===== config.mk =====
export PLATFORM = sky130hd
export DESIGN_NAME = i2s_tx
export DESIGN_NICKNAME = d
export VERILOG_FILES = /design/src/rtl/i2s_pkg.sv /design/src/rtl/i2s_ws_detect.sv /design/src/rtl/i2s_tx.sv
export SDC_FILE = /design/constraint.sdc
export NUM_CORES = 1
export LEC_CHECK = 0
export ABC_AREA = 1
export BUFFER_PORTS_ARGS = -buffer_cell sky130_fd_sc_hd__buf_2
export CORE_ASPECT_RATIO = 0.6
export CORE_MARGIN = 2
export CORE_UTILIZATION = 58
export CTS_BUF_LIST = sky130_fd_sc_hd__clkbuf_16
export CTS_CLUSTER_DIAMETER = 80
export DETAILED_ROUTE_END_ITERATION = 8
export HOLD_SLACK_MARGIN = 0.05
export PLACE_DENSITY = 0.79
export SLEW_MARGIN = 25
export SYNTH_ARGS = -nofsm -noshare
export SYNTH_HDL_FRONTEND = slang
export SYNTH_SLANG_ARGS = --single-unit

===== constraint.sdc =====
create_clock -name bck -period 3.65 [get_ports bck]
set_clock_uncertainty 0.2 [all_clocks]
set_input_delay 0.365 -clock bck [delete_from_list [all_inputs] [get_ports bck]]
set_output_delay 0.365 -clock bck [all_outputs]
set_load 0.005 [all_outputs]

===== src/rtl/i2s_pkg.sv =====
// Constants shared by the I2S transmitter and receiver.
package i2s_pkg;

    localparam int I2S_WORD_SIZE_DEF = 24;

    typedef enum logic {
        I2S_CH_LEFT  = 1'b0,
        I2S_CH_RIGHT = 1'b1
    } i2s_ch_e;

    // Bit-index width able to hold 0..ws, where ws itself encodes "idle".
    function automatic int i2s_idx_w(input int ws);
        return $clog2(ws + 1);
    endfunction

endpackage


===== src/rtl/i2s_ws_detect.sv =====
// Word-select transition detector on falling bck; shared with the I2S receiver.
module i2s_ws_detect
    import i2s_pkg::*;
(
    input  logic    bck,
    input  logic    rst,
    input  logic    lrck_i,
    output logic    ws_edge_o,
    output i2s_ch_e ch_o
);

    // lrck as seen on the previous falling edge
    logic lrck_q;

    always_ff @(negedge bck or posedge rst) begin
        if (rst) lrck_q <= 1'b0;
        else     lrck_q <= lrck_i;
    end

    assign ws_edge_o = lrck_i ^ lrck_q;
    assign ch_o      = i2s_ch_e'(lrck_i);

endmodule


===== src/rtl/i2s_tx.sv =====
// Slave-mode I2S transmitter with a one-pair input buffer and per-frame L/R latch.
// Build option I2S_TX_HOLD_LAST_EN: repeat the last pair on underrun instead of muting.
module i2s_tx
    import i2s_pkg::*;
#(
    parameter int WORD_SIZE = I2S_WORD_SIZE_DEF
) (
    input  logic                 bck,
    input  logic                 rst,
    input  logic                 lrck,
    input  logic [WORD_SIZE-1:0] l_din,
    input  logic [WORD_SIZE-1:0] r_din,
    input  logic                 din_valid,
    output logic                 din_ready,
    output logic                 dout,
    output logic                 underrun
);

    localparam int               IDX_W     = i2s_idx_w(WORD_SIZE);
    localparam logic [IDX_W-1:0] IDX_IDLE  = IDX_W'(WORD_SIZE);
    localparam logic [IDX_W-1:0] IDX_FIRST = IDX_W'(WORD_SIZE - 2);

    logic    ws_edge;
    i2s_ch_e ch;
    logic    left_start;
    logic    hs;

    logic [WORD_SIZE-1:0] l_buf_q, l_buf_d, r_buf_q, r_buf_d;
    logic [WORD_SIZE-1:0] l_frame_q, l_frame_d, r_frame_q, r_frame_d;
    logic [WORD_SIZE-1:0] cur_word;
    logic                 full_q, full_d;
    logic                 ready_q, ready_d;
    logic                 underrun_q, underrun_d;
    logic                 dout_q, dout_d;
    logic [IDX_W-1:0]     bit_idx_q, bit_idx_d;

    i2s_ws_detect u_ws (
        .bck       (bck),
        .rst       (rst),
        .lrck_i    (lrck),
        .ws_edge_o (ws_edge),
        .ch_o      (ch)
    );

    assign left_start = ws_edge && (ch == I2S_CH_LEFT);
    assign hs         = din_valid && ready_q;

    // Buffer and frame latch; a same-edge handshake still lands in the buffer only.
    always_comb begin
        l_buf_d    = l_buf_q;
        r_buf_d    = r_buf_q;
        full_d     = full_q;
        l_frame_d  = l_frame_q;
        r_frame_d  = r_frame_q;
        underrun_d = 1'b0;
        if (left_start) begin
            if (full_q) begin
                l_frame_d = l_buf_q;
                r_frame_d = r_buf_q;
                full_d    = 1'b0;
            end else begin
`ifdef I2S_TX_HOLD_LAST_EN
                l_frame_d = l_frame_q;
                r_frame_d = r_frame_q;
`else
                l_frame_d = '0;
                r_frame_d = '0;
`endif
                underrun_d = 1'b1;
            end
        end
        if (hs) begin
            l_buf_d = l_din;
            r_buf_d = r_din;
            full_d  = 1'b1;
        end
        ready_d = !full_d;
    end

    // Serialiser: a word-select edge always restarts at the MSB, truncating any word in flight.
    always_comb begin
        cur_word  = (ch == I2S_CH_LEFT) ? l_frame_d : r_frame_d;
        dout_d    = 1'b0;
        bit_idx_d = bit_idx_q;
        if (ws_edge) begin
            dout_d    = cur_word[WORD_SIZE-1];
            bit_idx_d = IDX_FIRST;
        end else if (bit_idx_q < IDX_IDLE) begin
            dout_d    = cur_word[bit_idx_q];
            bit_idx_d = (bit_idx_q == '0) ? IDX_IDLE : bit_idx_q - IDX_W'(1);
        end
    end

    always_ff @(negedge bck or posedge rst) begin
        if (rst) begin
            l_buf_q    <= '0;
            r_buf_q    <= '0;
            full_q     <= 1'b0;
            ready_q    <= 1'b1;
            l_frame_q  <= '0;
            r_frame_q  <= '0;
            underrun_q <= 1'b0;
            dout_q     <= 1'b0;
            bit_idx_q  <= IDX_IDLE;
        end else begin
            l_buf_q    <= l_buf_d;
            r_buf_q    <= r_buf_d;
            full_q     <= full_d;
            ready_q    <= ready_d;
            l_frame_q  <= l_frame_d;
            r_frame_q  <= r_frame_d;
            underrun_q <= underrun_d;
            dout_q     <= dout_d;
            bit_idx_q  <= bit_idx_d;
        end
    end

    assign din_ready = ready_q;
    assign dout      = dout_q;
    assign underrun  = underrun_q;

endmodule


### After elaboration in Yosys (flattened, before gate mapping)

Cells that the tools add are included.

* $add $sub $neg: 1
* $lt $le $gt $ge: 2
* mux-type cells: 16
* bitwise gates (word level): 2
* reductions and logical operators: 5

Operators with widths (number)
* two-way mux 24 bit: 5
* two-way mux 5 bit: 3
* two-way mux 1 bit: 7
* less-than comparator 5 x 6 -> 1 bit (second input constant): 1
* binary-select mux 1 bit (select 5 bit): 1
* logical NOT 5 bit: 1
* less-than comparator 5 bit (second input constant): 1
* subtractor 5 x 1 -> 5 bit (second input constant): 1
* logical AND 1 bit: 2
* nonzero test 2 bit: 1
* logical NOT 1 bit: 1
* inverter 1 bit: 1
* bitwise XOR 1 bit: 1

* register bits after elaboration: 106
* input port bits: 52
* output and inout port bits: 3
* word-level logic and storage cells: 36

### Depth between registers and ports, before layout

Gate-level depths: netlist of run 1.

* word-level depth: 8
* depth in mapped cells: 19
* mapped depth without buffers: 15

### Modules after synthesis

A second synthesis of run 1 with hierarchy kept.

* cell total of the unflattened synthesis: 611
* area, all modules: 4829.6 um2

Modules (own cells, without submodules)
* i2s_tx: times used 1, cells an instance 603, area an instance 4774.6 um2, sequential area each 2631.3 um2
* i2s_ws_detect: times used 1, cells an instance 8, area an instance 55.1 um2, sequential area each 25.0 um2

==> results of run 1 <==
## cell type report
type	count	share of cell area [%]
sequential	106	45.2
clock buffer	10	4.26
inverter	40	2.83
timing repair buffer	86	10.3
multi-input combinational	430	33.0
clock inverter	9	2.02
tap	108	2.30
## worst max-delay path by stage
stage	from	end	slack, ns	cells past startpoint
finish	lrck	dout	0.08	15
global route	lrck	dout	-0.004	17
CTS	lrck	dout	0.08	16
detailed placement	lrck	dout	-0.28	16
global placement	lrck	dout	-0.23	16
floorplan	lrck	dout	-0.25	18
## what timing repair did
item	in CTS	in global routing
endpoints found under the setup margin	0	1
gates resized for setup	0	20
setup buffers	0	2
## per-layer routing
metal  track usage (%)  routed length [um]
met1              39.9                5810
met2              43.8                5540
met3              5.98                 677
met4              8.56                 173
met5                 0                   0
## sequential cells by signal, summed over array words and instances (netlist names)
register and flops:
underrun 1, full_q 1, din_ready 1, l_buf_q 24, u_ws.lrck_q 1, bit_idx_q 5, r_frame_q 24, r_buf_q 24
dout 1, l_frame_q 24
## placed cells by master, fill, tap and decap left out
cell type	synthesis	routed
inv_1	37	38
nand3b_1	1	1
nand3_1	99	90
nand2_2	0	8
inv_6	0	3
a31oi_1	1	1
inv_2	4	1
clkinvlp_4	0	1
bufinv_16	0	3
ha_1	2	1
clkinv_2	0	1
o22ai_1	8	8
ha_4	0	1
a21oi_2	0	3
nand2_8	0	1
or2_2	1	1
and2_1	8	8
a21oi_1	8	5
buf_4	4	26
clkinv_1	0	1
clkbuf_16	0	11
nand2_1	279	271
nand3_2	0	9
buf_12	0	6
inv_4	0	1
o21ai_0	9	9
a22oi_1	1	1
nor2_1	11	11
xor2_1	1	1
buf_2	11	53
dfstp_2	3	3
dfrtn_1	103	103
## power by group
part           switching [mW]  leakage [nW]  internal, mW
combinational           0.632          1.70         0.411
clock                   0.439         0.192         0.715
sequential              0.237          1.33          1.56
## logic make-up (layout without fill, tap and decap cells)
group,after synthesis,in the layout,synth area share [%]
XOR/XNOR,1,1,0.181
flip-flops,106,106,54.9
adder cells (fa/ha/maj),2,2,0.517
buffers and inverters,73,145,7.03
AO/OA/AOI/OAI,27,27,3.08
AND/OR/NAND/NOR,400,400,34.3
## critical path, cell delays in order
cell and delay, ns:
buf_4 0.11, inv_6 0.03, ha_4 0.18, buf_4 0.14
buf_4 0.13, nand3_1 0.09, nand3_1 0.15, nand3b_1 0.15
nand2_1 0.05, inv_1 0.05, nand3_1 0.06, nand2_1 0.07
a21oi_1 0.06, nand2_1 0.06, nand2_1 0.04
==> results by group, run 1 <==
Clocking
  • Clock latency on the worst-skew pair: 0.40 ns
  • Root buffer cell: clkbuf_16
  • CTS clk-pin slew, worst paths: ~0.05 ns
  • Post-CTS Hold Fix Bufs: 0
  • Max Buffers Root-to-Sink: 2
  • CTS tree: yes
  • Total CTS buffers: 9
  • Sinks on the clock net: approximately 110
  • Htree depth: 3

Timing
  • Headroom to the max-slew limit: 58.5%
  • Hold_ws: approximately 0.23 ns
  • Worst setup margin: ~0.082 ns
  • Final setup TNS: 0 ns
  • Fin. max-slew vios: 0
  • # setup viols final: 0
  • Fin. Hold Viols: 0
  • Least-Margin Pin Slew: slightly above 0.6 ns

Min path
  • Hold crit path type: flip-flop to flip-flop
  • Worst Hold Depth: 2
  • Worst Hold Path EP: l_frame_q[9]
  • Hold_sp: l_frame_q[9]

Synth
  • Yosys top cell area share: between 50% and 60%
  • Area of the mapped netlist: between 4000 and 5000 sq um
  • Ys Warns: 0
  • Most used DFF post-synth: dfrtn_1
  • Most frequent cell after synthesis: nand2_1
  • Seq/Total Area, Yosys: between 50 and 60%
  • Synth Register Bits: 106
  • Synth top cells by count: 279 x nand2_1, 103 x dfrtn_1, 99 x nand3_1, 37 x inv_1
  • Top cells by area, synth: dfrtn_1 53%, nand2_1 22%, nand3_1 10%, inv_1 2.9%, dfstp_2 1.6%
  • Async set-reset flop share out of synthesis: between 90% and 100%
  • Yosys top cell by area: dfrtn_1
  • Library cells used by synthesis: 23
  • EDFF count, synth: 0
  • Mapped Cells: 609
  • Synth Area per Inst: 7.94 sq um
  • Syn nets: approximately 660

Die
  • Die width: 122 um
  • Core area: 7980 sq um
  • Die area: just over 9000 sq um
  • Die height: 74.7 um
  • Num ports: 55
  • Row cnt: 25
  • Initial Util: roughly three fifths

GRT
  • Initial antenna violation count: 0
  • First-pass GRT wire length: roughly 20 mm
  • Pin count of the biggest net entering global routing: 57
  • Number of global-route vias before repair: between 4000 and 5000
  • Total global routing overflow: 0
  • Gr usage total: 27.9%

Pwr
  • Total power: between 3 and 4 mW
  • P_leak: approximately 3.2 nW
  • Max VDD drop: 0.404 mV
  • PwrDens: 680 nW/um^2

Routing
  • Post-DRT Antenna Nets: 0
  • Wire per inst: roughly 15 um
  • Routed WL: approximately 12 mm
  • Residual DRC count: 0
  • Pre-Repair DR Iteration Count: 5
  • Via count: approximately 4300
  • Detailed Route Iter0 Violations: roughly 430
  • Avg Vias per Cell: between 5 and 6

Worst setup path
  • R2R Path End: dout
  • Crit path DAT: 1.75 ns
  • Reg2Reg Launch Point: full_q
  • Worst EP required: 1.83 ns
  • R2r setup slk: around 1.4 ns
  • Critical path type: primary input to flip-flop
  • CP max FO: 5
  • Reg2reg path depth: 13
  • Crit. End Element: flip-flop
  • Startpoint types: primary input

Placed design
  • Dpl cell area: roughly 5400 sq um
  • Gpl congestion: approximately 0.90
  • DP Worst Slack: -0.278 ns
  • Hpwl dp: between 7 and 8 mm
  • Placed cell count: 768
  • Buffers on Ports: 54

Run status
  • Status: finished clean

Final layout
  • Area grow syn2layout: 21.4%
  • Multi-input logic area: between 1500 and 2000 sq um
  • Sequential Area: between 2000 and 3000 sq um
  • Fill cells: roughly 600
  • Share of cells above drive strength 1: about a fifth
  • Final #Nets: between 700 and 800
  • Final Cell Area: roughly 6000 sq um
  • # diodes: 0
  • Finished Core Util: between 70% and 80%
  • Post-Layout Cell Count: around 800

Run
  • Max Cap Viol: 0
Power figures use the tool's default switching activity.
==> run 2: changes to the inputs <==
--- a/config.mk
+++ b/config.mk
@@ -7,14 +7,16 @@
 export LEC_CHECK = 0
 export ABC_AREA = 1
 export BUFFER_PORTS_ARGS = -buffer_cell sky130_fd_sc_hd__buf_2
+export CELL_PAD_IN_SITES_DETAIL_PLACEMENT = 1
+export CELL_PAD_IN_SITES_GLOBAL_PLACEMENT = 2
 export CORE_ASPECT_RATIO = 0.6
 export CORE_MARGIN = 2
-export CORE_UTILIZATION = 58
+export CORE_UTILIZATION = 34
 export CTS_BUF_LIST = sky130_fd_sc_hd__clkbuf_16
 export CTS_CLUSTER_DIAMETER = 80
 export DETAILED_ROUTE_END_ITERATION = 8
 export HOLD_SLACK_MARGIN = 0.05
-export PLACE_DENSITY = 0.79
+export PLACE_DENSITY = 0.78
 export SLEW_MARGIN = 25
 export SYNTH_ARGS = -nofsm -noshare
 export SYNTH_HDL_FRONTEND = slang
==> results by group, run 2 (same netlist as run 1, synthesis figures left out) <==
Routing
  • Avg Vias per Cell: 4.75 (-12%)
  • Routed WL: 14.1 mm (+16%)
  • Detailed Route Iter0 Violations: 212 (-51%)
  • Via count: 4189 (-2.0%)
  • Pre-Repair DR Iteration Count: 4 (-1)
  • Residual DRC count: 0 (unchanged)
  • Wire per inst: 16.1 um (+3.9%)
  • Post-DRT Antenna Nets: 0 (unchanged)

Final layout
  • Most common cell after layout, fill and taps aside: nand2_1
  • Area grow syn2layout: 25.8%
  • Final #Nets: 738 (+1.1%)
  • Fill cells: 1690 (+190%)
  • Post-Layout Cell Count: 881 (+12%)
  • # diodes: 0 (unchanged)
  • Commonest non-fill, non-tap cells in the layout: 263 x nand2_1, 103 x dfrtn_1, 84 x nand3_1, 53 x buf_2, 37 x inv_1
  • Share of cells above drive strength 1: 22.5% (+3.1 points)

Worst setup path
  • Most frequent CP cell: nand2_1
  • Crit. End Element: flip-flop
  • Critical path type: primary input to flip-flop
  • Highest-delay cell along the critical path: ha_4
  • CP max FO: 13 (+8)
  • Crit path DAT: 1.78 ns (+0.03 ns)
  • Worst path depth: 15 (unchanged)
  • Worst stage delay on the critical path: 0.21 ns (+0.03 ns)
  • Reg2reg path depth: 13 (unchanged)
  • Reg2Reg Launch Point: full_q
  • R2r setup slk: 1.46 ns (+0.11 ns)
  • Critical path's top delay family: simple AND/OR/NAND/NOR gates
  • Critical path cell sequence: buf_4 -> inv_6 -> ha_4 -> inv_8 -> clkbuf_16 -> nand2_1 -> nand3_1 -> nand3_1 -> nand3_2 -> nand2_1 -> nand3_1 -> nand2_1 -> nand2_1 -> nand2_1 -> nand2_1
  • Worst EP required: 1.83 ns (about the same)
  • Crit path buffers/inverters: 4 (-1)
  • Startpoint types: primary input
  • R2R Path End: dout

Placed design
  • DP Worst Slack: -0.322 ns (-0.0443 ns)
  • Hpwl dp: 9.99 mm (+31%)
  • Gpl congestion: 0.800 (-11%)
  • Buffers on Ports: 54 (unchanged)
  • Placed cell count: 861 (+12%)

Pwr
  • P_leak: 3.26 nW (+1.2%)
  • Total power: 3.96 mW (-0.69%)
  • Max VDD drop: 0.236 mV (-42%)
  • PwrDens: 651 nW/um^2 (-4.2%)

Clocking
  • Post-CTS setup repair buffer count: 0 (unchanged)
  • Total CTS buffers: 9 (unchanged)
  • CTS clk-pin slew, worst paths: 0.06 ns (about the same)
  • Htree depth: 3 (unchanged)
  • Clock latency on the worst-skew pair: 0.41 ns (about the same)
  • Max Buffers Root-to-Sink: 2 (unchanged)
  • CTS tree: yes
  • Root buffer cell: clkbuf_16
  • Sinks on the clock net: 106 (unchanged)

Min path
  • Hold_sp: r_buf_q[16]
  • Hold crit path type: flip-flop to flip-flop
  • Worst Hold Depth: 2 (unchanged)
  • Worst Hold Path EP: r_buf_q[16]

GRT
  • Pin count of the biggest net entering global routing: 47 (-18%)
  • Number of global-route vias before repair: 4435 (+8.7%)
  • Initial antenna violation count: 0 (unchanged)
  • Gr usage total: 19.9% (-8.0 points)
  • First-pass GRT wire length: 23.1 mm (+18%)
  • Total global routing overflow: 0 (unchanged)

Timing
  • Unrepaired setup endpoints after global routing: yes
  • Worst setup margin: 0.0441 ns (-0.0376 ns)
  • Least-Margin Pin Slew: 0.607 ns (-0.0151 ns)
  • Fin. max-slew vios: 0 (unchanged)
  • Headroom to the max-slew limit: 59.5% (+1.0 points)
  • # setup viols final: 0 (unchanged)
  • Fin. Hold Viols: 0 (unchanged)

Die
  • Row cnt: 33 (+32%)
  • Core area: 13800 sq um (+73%)
  • Die width: 158 um (+30%)
  • Die area: 15200 sq um (+67%)
  • Initial Util: 35.1% (-26 points)
  • Num ports: 55 (unchanged)
  • Die height: 96.4 um (+29%)

Run
  • Max Cap Viol: 0 (unchanged)

Run status
  • Status: finished clean
-- run 2: cell types whose count changed in the layout (fill, tap and decap cells not counted), sizes merged --
cell	previous run	this run
buf	85	92
clkinv	2	3
clkbuf	11	12
clkinvlp	1	2
bufinv	3	1
-- run 2: layer usage --
layer | up-vias | global-route usage, % | part of all wire (%) | wire, um
met5 | - | 0 | 0 | 0
met4 | 0 | 3.53 | 1.1 | 155
met3 | 10 | 4.46 | 2.4 | 336
met2 | 48 | 31.3 | 44 | 6250
met1 | 2068 | 28.7 | 52 | 7410
li1 | 2063 | - | - | -
-- run 2: cell type report --
class,count,area (sq um),area share [%]
sequential,106,2660,43.6
timing repair buffer,94,699,11.5
multi-input combinational,430,1990,32.7
clock inverter,9,80.1,1.32
tap,192,240,3.95
clock buffer,10,250,4.11
inverter,40,171,2.82
-- run 2: worst max-delay path by stage --
| stage | from | to | slack, ns |
|---|---|---|---|
| after detailed placement | lrck | dout | -0.32 |
| after floorplan | lrck | dout | -0.25 |
| after global routing | lrck | dout | -0.04 |
| after global placement | lrck | dout | -0.31 |
| final | lrck | dout | 0.04 |
| after CTS | lrck | dout | 0.03 |
-- run 2: timing repair --
item	4_1_cts	5_1_grt
hold endpoints to repair	0	0
setup endpoints to repair	0	1
hold buffers	0	0
gates resized for setup	0	37
-- run 2: worst register-to-register path: stages (launching register included) --
cell	delay, ns
dfrtn_1	0.79
buf_4	0.35
nand3_1	0.20
nand3_1	0.11
nand2_1	0.05
nand2_1	0.05
nand2_1	0.05
nor2_1	0.10
nand2_1	0.06
nand3_1	0.06
nand2_1	0.05
nand2_1	0.05
nand2_1	0.04
nand2_1	0.05
-- run 2: power by group --
| group | switching, mW | internal [mW] |
|---|---|---|
| logic | 0.660 | 0.448 |
| registers | 0.242 | 1.56 |
| clock network | 0.474 | 0.584 |
-- run 2: through the flow --
stage	instance area, sq um	utilization [%]	setup TNS (ns)	hold slack (ns)
floorplan	4910	-	-0.254	0.204
global placement	5580	40.4	-0.309	0.221
detailed placement	5580	40.4	-0.322	0.226
CTS	5900	42.8	0	0.229
global route	6090	44.1	-0.0425	0.236
finish	6090	44.1	0	0.225
==> run 3: changes to the inputs <==
--- a/config.mk
+++ b/config.mk
@@ -11,12 +11,12 @@
 export CELL_PAD_IN_SITES_GLOBAL_PLACEMENT = 2
 export CORE_ASPECT_RATIO = 0.6
 export CORE_MARGIN = 2
-export CORE_UTILIZATION = 34
+export CORE_UTILIZATION = 24
 export CTS_BUF_LIST = sky130_fd_sc_hd__clkbuf_16
 export CTS_CLUSTER_DIAMETER = 80
 export DETAILED_ROUTE_END_ITERATION = 8
 export HOLD_SLACK_MARGIN = 0.05
-export PLACE_DENSITY = 0.78
+export PLACE_DENSITY = 0.59
 export SLEW_MARGIN = 25
 export SYNTH_ARGS = -nofsm -noshare
 export SYNTH_HDL_FRONTEND = slang
==> constraint.sdc (replaced) <==
create_clock -name bck -period 3.65 [get_ports bck]
set_clock_uncertainty 0.2 [all_clocks]
set_input_delay 0.1825 -clock bck [delete_from_list [all_inputs] [get_ports bck]]
set_output_delay 0.1825 -clock bck [all_outputs]
set_load 0.005 [all_outputs]
==> results by group, run 3 (same netlist as run 1, synthesis figures left out) <==
Timing
  • Unrepaired setup endpoints after global routing: no
  • Headroom to the max-slew limit: 61.5% (+2.0 points)
  • Fin. Hold Viols: 0 (unchanged)
  • # setup viols final: 0 (unchanged)
  • Fin. max-slew vios: 0 (unchanged)
  • Least-Margin Pin Slew: 0.578 ns (-0.0295 ns)

GRT
  • Gr usage total: 14.7% (-5.3 points)
  • Pin count of the biggest net entering global routing: 50 (+6.4%)
  • Total global routing overflow: 0 (unchanged)
  • Number of global-route vias before repair: 4451 (+0.36%)
  • Initial antenna violation count: 0 (unchanged)
  • First-pass GRT wire length: 24.0 mm (+3.9%)

Min path
  • Hold crit path type: flip-flop to flip-flop

Routing
  • Avg Vias per Cell: 4.26 (-10%)
  • Detailed Route Iter0 Violations: 177 (-17%)
  • Routed WL: 14.4 mm (+1.7%)
  • Residual DRC count: 0 (unchanged)
  • Pre-Repair DR Iteration Count: 4 (unchanged)
  • Wire per inst: 14.9 um (-7.3%)
  • Post-DRT Antenna Nets: 0 (unchanged)
  • Via count: 4118 (-1.7%)

Pwr
  • Max VDD drop: 0.262 mV (+11%)
  • Comb pwr share: 27.4% (-0.5 points)
  • PwrDens: 640 nW/um^2 (-1.7%)
  • Flop pwr share: 46.7% (+1.3 points)
  • Clock power share: 26.0% (-0.7 points)
  • Sw Share: 34.5% (-0.20 points)
  • P_sw: 1.33 mW (-3.7%)
  • Cell Int Power: 2.52 mW (-2.8%)
  • P_leak: 3.20 nW (-1.8%)

Run
  • Max Cap Viol: 0 (unchanged)

Clocking
  • Htree depth: 3 (unchanged)
  • Max Buffers Root-to-Sink: 2 (unchanged)
  • Post-CTS setup repair buffer count: 0 (unchanged)
  • CTS clk-pin slew, worst paths: 0.05 ns (about the same)
  • Clock latency on the worst-skew pair: 0.42 ns (about the same)
  • Sinks on the clock net: 106 (unchanged)
  • CTS tree: yes
  • Root buffer cell: clkbuf_16
  • CTS resizes: 0 (unchanged)
  • Total CTS buffers: 9 (unchanged)
  • Post-CTS Hold Fix Bufs: 0 (unchanged)

Placed design
  • Buffers on Ports: 54 (unchanged)
  • Hpwl dp: 10.3 mm (+3.6%)
  • Gpl congestion: 0.762 (-4.8%)
  • Placed cell count: 948 (+10%)

Die
  • Initial Util: 24.4% (-11 points)
  • Die width: 187 um (+19%)
  • Num ports: 55 (unchanged)
  • Die height: 114 um (+18%)
  • Core area: 19900 sq um (+44%)
  • Row cnt: 40 (+21%)
  • Die area: 21300 sq um (+40%)

Final layout
  • Most common cell after layout, fill and taps aside: nand2_1
  • Finished Core Util: 30.2% (-14 points)
  • Share of cells above drive strength 1: 18.0% (-4.5 points)
  • # diodes: 0 (unchanged)
  • Final #Nets: 742 (+0.54%)
  • Post-Layout Cell Count: 966 (+9.6%)
  • Commonest non-fill, non-tap cells in the layout: 278 x nand2_1, 103 x dfrtn_1, 98 x nand3_1, 54 x buf_2, 39 x buf_4
  • Area grow syn2layout: 24.1%

Worst setup path
  • Crit. End Element: flip-flop
  • Crit path DAT: 1.61 ns (-0.17 ns)
  • Worst EP required: 1.84 ns (about the same)
  • CP max FO: 19 (+6)
  • Startpoint types: primary input
  • Critical path type: primary input to flip-flop

Run status
  • Status: finished clean
## run 3: through the flow
stage,hold slack (ns),power [mW],TNS (ns),worst slack (ns),area (sq um)
floorplan,0.204,2.46,-0.0710,-0.0710,4910
global placement,0.220,2.87,-0.140,-0.140,5700
detailed placement,0.222,2.89,-0.137,-0.137,5700
CTS,0.225,3.92,0,0.244,6000
global route,0.235,4.17,0,0.0668,6000
finish,0.224,3.84,0,0.230,6000
## run 3: area by class of cell
class / instances / area, sq um
Tap cell: 273 / 342
Clock buffer: 11 / 275
Inverter: 40 / 164
Fill cell: 2414 / 13900
Multi-Input combinational cell: 430 / 1870
Clock inverter: 8 / 32.5
Sequential cell: 106 / 2660
Timing Repair Buffer: 98 / 663
## run 3: critical path: stages
cell and delay, ns:
buf_2 0.13, inv_6 0.06, ha_4 0.17, inv_4 0.06
buf_12 0.15, nand2_1 0.09, nand3_1 0.14, a21oi_1 0.16
nor2_1 0.08, nand2_1 0.07, nand3_1 0.07, nand2_1 0.09
nand2_1 0.05, nand2_1 0.05, nand2_1 0.04
## run 3: final timing paths
| path | slack (ns) | from | endpoint | cells past startpoint |
|---|---|---|---|---|
| max | 0.23 | lrck | dout | 15 |
| min | 0.22 | l_frame_q[8] | l_frame_q[8] | 2 |
| max reg2reg | 1.37 | full_q | dout | 13 |
| min reg2reg | 0.22 | l_frame_q[8] | l_frame_q[8] | 2 |
| max in group asynchronous | 1.27 | rst | r_buf_q[23] | 3 |
| min in group asynchronous | 1.42 | rst | r_buf_q[10] | 3 |
## run 3: power by group through the flow
stage               logic (mW)  clock network [mW]  registers (mW)
global route              1.24                1.09            1.84
finish                    1.05               0.997            1.79
CTS                       1.08                1.05            1.80
detailed placement        1.07             0.00684            1.82
global placement          1.04             0.00684            1.82
floorplan                0.763             0.00684            1.69
## run 3: per-layer routing
metal | global-route usage (%) | part of all wire, %
met5 | 0 | 0
met4 | 3.60 | 1.0
met1 | 21.3 | 54
met3 | 3.88 | 4.2
met2 | 21.6 | 41
